===== src/rtl/parity_frame_rx.sv =====
// Purpose: parity-framed serial receiver (start, WIDTH data LSB first, parity, stop) to a parallel word. Optional macro PARITY_FRAME_RX_FLAGS_EN adds all_ones/all_zeros.
// Latency: out_valid rises in the cycle after the edge that samples a good stop bit.
// Backpressure: a single valid/ready output register; a frame completing while it is held and not being consumed is dropped and overrun pulses.
module parity_frame_rx #(
  parameter int WIDTH = 4,
  parameter int ODD   = 0
) (
  input  logic             clk,
  input  logic             rst_n,
  input  logic             rx_en,
  input  logic             rx_in,
  output logic [WIDTH-1:0] out_data,
  output logic             out_valid,
  input  logic             out_ready,
  output logic             par_err,
  output logic             frm_err,
  output logic             overrun
`ifdef PARITY_FRAME_RX_FLAGS_EN
  ,
  output logic             all_ones,
  output logic             all_zeros
`endif
);

  // Counter must hold 0..WIDTH-1; the +1 keeps WIDTH=1 at a legal 1-bit width.
  localparam int CW = $clog2(WIDTH + 1);

  typedef enum logic [1:0] {IDLE, DATA, PARITY, STOP} state_t;

  state_t           state, state_nxt;
  logic [CW-1:0]    cnt, cnt_nxt;
  logic [WIDTH-1:0] shreg, shreg_nxt;
  logic             par_bit, par_bit_nxt;
  logic             load, drop, bad_stop, err;

  // Next-state, deserialiser update and frame-completion decisions; all moves gated by rx_en.
  always_comb begin
    state_nxt   = state;
    cnt_nxt     = cnt;
    shreg_nxt   = shreg;
    par_bit_nxt = par_bit;
    load        = 1'b0;
    drop        = 1'b0;
    bad_stop    = 1'b0;
    err         = (^{shreg, par_bit}) ^ (ODD != 0);
    if (rx_en) begin
      case (state)
        IDLE: begin
          if (!rx_in) begin
            state_nxt = DATA;
            cnt_nxt   = '0;
          end
        end
        DATA: begin
          for (int i = 0; i < WIDTH; i++) begin
            if (cnt == CW'(i)) shreg_nxt[i] = rx_in;
          end
          cnt_nxt = cnt + CW'(1);
          if (cnt == CW'(WIDTH - 1)) state_nxt = PARITY;
        end
        PARITY: begin
          par_bit_nxt = rx_in;
          state_nxt   = STOP;
        end
        STOP: begin
          // The output slot counts as free if it is empty or being consumed this cycle.
          if (rx_in) begin
            if (!out_valid || out_ready) load = 1'b1;
            else                         drop = 1'b1;
          end else begin
            bad_stop = 1'b1;
          end
          state_nxt = IDLE;
        end
        default: state_nxt = IDLE;
      endcase
    end
  end

  // FSM state, bit counter and shift register.
  always_ff @(posedge clk or negedge rst_n) begin
    if (!rst_n) begin
      state   <= IDLE;
      cnt     <= '0;
      shreg   <= '0;
      par_bit <= 1'b0;
    end else begin
      state   <= state_nxt;
      cnt     <= cnt_nxt;
      shreg   <= shreg_nxt;
      par_bit <= par_bit_nxt;
    end
  end

  // Output register with valid/ready handshake plus one-cycle error pulses.
  always_ff @(posedge clk or negedge rst_n) begin
    if (!rst_n) begin
      out_data  <= '0;
      out_valid <= 1'b0;
      par_err   <= 1'b0;
      frm_err   <= 1'b0;
      overrun   <= 1'b0;
`ifdef PARITY_FRAME_RX_FLAGS_EN
      all_ones  <= 1'b0;
      all_zeros <= 1'b0;
`endif
    end else begin
      frm_err   <= bad_stop;
      overrun   <= drop;
      out_valid <= load | (out_valid & ~out_ready);
      if (load) begin
        out_data  <= shreg;
        par_err   <= err;
`ifdef PARITY_FRAME_RX_FLAGS_EN
        all_ones  <= &shreg;
        all_zeros <= ~|shreg;
`endif
      end
    end
  end

endmodule


===== config.mk =====
export PLATFORM = sky130hd
export DESIGN_NAME = parity_frame_rx
export DESIGN_NICKNAME = d
export VERILOG_FILES = /design/src/rtl/parity_frame_rx.sv
export SDC_FILE = /design/constraint.sdc
export NUM_CORES = 1
export LEC_CHECK = 0
export ABC_AREA = 1
export BUFFER_PORTS_ARGS = -buffer_cell sky130_fd_sc_hd__buf_2
export CORE_ASPECT_RATIO = 1.4
export CORE_MARGIN = 2
export CORE_UTILIZATION = 50
export DETAILED_ROUTE_END_ITERATION = 10
export PLACE_DENSITY = 0.72
export SYNTH_ARGS = -nofsm -noshare
export SYNTH_HDL_FRONTEND = slang
export SYNTH_SLANG_ARGS = --single-unit

===== constraint.sdc =====
create_clock -name clk -period 1.45 [get_ports clk]
set_clock_uncertainty 0.05 [all_clocks]
set_input_delay 0 -clock clk [delete_from_list [all_inputs] [get_ports clk]]
set_output_delay 0 -clock clk [all_outputs]
set_load 0.005 [all_outputs]

==> impl_metrics.sql <==
INSERT INTO impl_metrics (metric_group, metric, value, unit) VALUES
('critical_path', 'worstSetupEndpointType', 'register', ''),
('final_layout', 'drive_gt1_share', '24.8', '%'),
('place', 'io_buffers', '12', ''),
('critical_path', 'startpoint_type', 'register', ''),
('power', 'irDropWorstVdd', '1.07', 'mV'),
('global_routing', 'wire_length_of_the_first_global_routing_pass', '2710', 'um'),
('synth', 'ys_top_cells_by_count', 'nand2_1 (24), dfrtp_1 (18), inv_1 (12)', ''),
('sta', 'final.min_clock_period', '1.37', 'ns'),
('synth', 'yosysWarnings', '0', ''),
('synth', 'postSynthRegisterBits', '18', ''),
('clocking', 'cts-buffers-inserted', '3', ''),
('synth', 'yosys.cell_count.top_type', 'nand2_1', ''),
('final_layout', 'layout.cells.non_filler', '145', ''),
('global_routing', 'global_route.overflow_total', '0', ''),
('sta', 'finalHoldViolations', '0', ''),
('detailed_routing', 'route.antenna.remaining_nets', '0', ''),
('global_routing', 'grt.total_usage', '17.0', '%'),
('global_routing', 'grt_start_max_net_pins', '19', ''),
('synth', 'synth-compound-area-share', '12.1', '%'),
('floorplan', 'top_level_ports', '13', ''),
('clocking', 'clk_root_buffer_cell', 'clkbuf_4', ''),
('floorplan', 'die-area', '0.00229', 'mm^2'),
('detailed_routing', 'drtIter0Drc', '16', ''),
('synth', 'synthSimpleGateAreaFrac', '20.6', '%'),
('power', 'power.leakage', '0.570', 'nW'),
('sta', 'fmaxAchievable', '731', 'MHz'),
('sta', 'grt_setup_unrepaired', 'false', ''),
('clocking', 'numClockSinks', '18', ''),
('sta', 'finalHoldWorstSlack', '0.105', 'ns'),
('detailed_routing', 'routed_via_density', '5.05', ''),
('run_status', 'status', 'finished clean', ''),
('final_layout', 'antennaDiodeCount', '0', ''),
('synth', 'post_synth_fa_ha_maj_area_fraction', '13.0', '%'),
('clocking', 'cts_tree', 'done', ''),
('critical_path', 'kind_of_critical_path', 'reg2reg', ''),
('place', 'routabilityCongestion', '0.699', ''),
('detailed_routing', 'via_count', '732', ''),
('critical_path', 'critPathMaxFanout', '4', ''),
('floorplan', 'die_w', '41.0', 'um'),
('synth', 'yosysTopAreaCell', 'dfrtp_1', ''),
('global_routing', 'first_global_vias', '702', ''),
('place', 'dp_hpwl', '1200', 'um'),
('detailed_routing', 'firstDrtPassIters', '4', ''),
('synth', 'ys_async_sr_fraction', '100', '%'),
('floorplan', 'die-height', '55.8', 'um'),
('flow_run', 'timing.max_cap.violations', '0', ''),
('synth', 'synthXorXnorAreaFrac', '1.83', '%'),
('detailed_routing', 'wl_per_cell', '11.2', 'um'),
('floorplan', 'starting_density_of_the_core', '53.9', '%'),
('sta', 'finalSetupViolCount', '0', ''),
('critical_path', 'worst_ep_arrival_time', '1.50', 'ns'),
('sta', 'totalNegativeSetupSlack', '0', 'ns'),
('floorplan', 'core-area', '0.00178', 'mm^2'),
('synth', 'synth_ff_type', 'dfrtp_1', ''),
('synth', 'mappedNetlistArea', '960', 'um^2'),
('synth', 'synth_top_family_by_area', 'simple AND/OR/NAND/NOR gates', ''),
('critical_path', 'crit_required', '1.59', 'ns'),
('clocking', 'clock_insertion_delay_worst_skew', '0.29', 'ns'),
('synth', 'synth_area_leaders', 'dfrtp_1 (47%), ha_1 (13%), nand2_1 (9.4%), inv_1 (4.7%), nand3_1 (3.7%)', ''),
('power', 'post-layout-total-power', '2.02', 'mW'),
('floorplan', 'placementRows', '18', ''),
('synth', 'yosys_cell_types', '20', ''),
('synth', 'postSynthAreaPerCell', '9.23', 'um^2'),
('synth', 'synthDominantCellAreaShare', '46.9', '%'),
('detailed_routing', 'drt_drc_violations_left', '0', ''),
('final_layout', 'synthToLayoutAreaGrowth', '17.9', '%'),
('global_routing', 'number_of_antenna_violations_at_the_first_check_in_global_routing', '0', ''),
('sta', 'worstMarginPinSlew', '0.403', 'ns'),
('synth', 'synth.mux.area_fraction', '0', '%'),
('clocking', 'clock_tree_buf_depth', '2', ''),
('detailed_routing', 'drt-total-wl', '1620', 'um'),
('clocking', 'clk_transition_reported_paths', '0.10', 'ns'),
('final_layout', 'nets', '141', ''),
('power', 'power_density', '1790', 'mW/mm^2'),
('clocking', 'cts_htree_levels', '1', ''),
('synth', 'synth_fp_nets', '119', ''),
('synth', 'synth-seq-area-share', '46.9', '%'),
('sta', 'max_slew_vio_count', '0', ''),
('place', 'placed_cells_incl_taps', '136', ''),
('synth', 'syn-instance-count', '104', ''),
('worst_hold_path', 'worstHoldPathType', 'in2async', ''),
('synth', 'synth_enable_flop_cells', '0', ''),
('sta', 'timing.slew.headroom', '73.2', '%'),
('sta', 'min_period_over_period', '94.3', '%');
==> power breakdown <==
part	internal (mW)	leakage, nW	total (mW)	switching [mW]
logic	0.391	0.318	0.871	0.480
clock network	0.153	0.0210	0.308	0.155
registers	0.689	0.231	0.842	0.153
==> layout make-up <==
type / instances / area [um^2]
fill: 157 / 648
clock buffer: 4 / 36.3
timing repair buffer: 17 / 108
sequential: 18 / 450
tap: 20 / 25.0
multi-input combinational: 72 / 459
inverter: 14 / 52.6
==> per-stage QoR <==
step / cell area, um^2 / util (%) / setup slack [ns]
6_report: 1130 / 63.6 / 0.0827
2_1_floorplan: 960 / - / 0.181
5_1_grt: 1130 / 63.6 / 0.000368
3_5_place_dp: 1040 / 58.7 / 0.0991
4_1_cts: 1120 / 63.0 / 0.0825
3_3_place_gp: 1040 / 58.7 / 0.140
==> cell usage in the layout, fill, tap and decap left out <==
| cell type | n |
|---|---|
| clkinv_1 | 1 |
| inv_2 | 2 |
| inv_1 | 11 |
| nand2_2 | 2 |
| o21ai_2 | 3 |
| nand3_1 | 7 |
| ha_1 | 9 |
| o22ai_2 | 1 |
| buf_2 | 12 |
| o21ai_1 | 6 |
| dfrtp_1 | 18 |
| a21oi_1 | 4 |
| nand2_1 | 24 |
| nor2_1 | 5 |
| and2_4 | 1 |
| nand3_2 | 1 |
| dlygate4sd3_1 | 4 |
| o21a_2 | 1 |
| a31oi_1 | 3 |
| xnor2_1 | 1 |
| ha_2 | 1 |
| clkbuf_8 | 1 |
| clkbuf_4 | 3 |
| nor2_4 | 2 |
| xor2_1 | 1 |
| buf_4 | 1 |
==> metal layers <==
| layer | track usage (%) | share of wire [%] | vias up |
|---|---|---|---|
| met5 | 0 | 0 | - |
| met1 | 17.5 | 38 | 336 |
| met2 | 29.2 | 57 | 19 |
| met4 | 10.0 | 1.9 | 0 |
| li1 | - | - | 373 |
| met3 | 2.40 | 3.6 | 4 |
==> sequential cells by signal (all words and copies together), names as in the netlist <==
| name | cells |
|---|---|
| frm_err | 1 |
| state | 2 |
| out_data | 4 |
| shreg | 4 |
| par_err | 1 |
| out_valid | 1 |
| cnt | 3 |
| overrun | 1 |
| par_bit | 1 |
==> worst paths after layout <==
path | from | to | slack (ns) | cells after the start
min reg2reg | out_data[0] | out_data[0] | 0.42 | 2
max in group asynchronous | rst_n | state[1] | 0.96 | 2
max | state[0] | cnt[2] | 0.08 | 6
max reg2reg | state[0] | cnt[2] | 0.08 | 6
min in group clk | out_data[0] | out_data[0] | 0.42 | 2
min | rst_n | overrun | 0.10 | 2
==> worst max-delay path: stages, from the launching register on <==
cell     delay, ns
dfrtp_1       0.41
inv_1         0.10
ha_1          0.23
nand2_2       0.10
and2_4        0.15
o21a_2        0.17
o22ai_2       0.06
==> logic make-up (layout without fill, tap and decap cells) <==
logic type,count (synthesis),count (layout)
buffers and inverters,14,35
adders and majority gates,10,10
DFF,18,18
xor gates and xnor gates,2,2
AOI/OAI and AO/OA,18,18
and+or+nand+nor,42,42
==> repair_timing <==
item | in CTS | in global routing
hold endpoints to repair | 22 | 0
gates resized for setup | 0 | 2
hold buffers | 4 | 0
setup endpoints to repair | 0 | 3
buffers inserted | 0 | 1
Power figures use the tool's default switching activity.
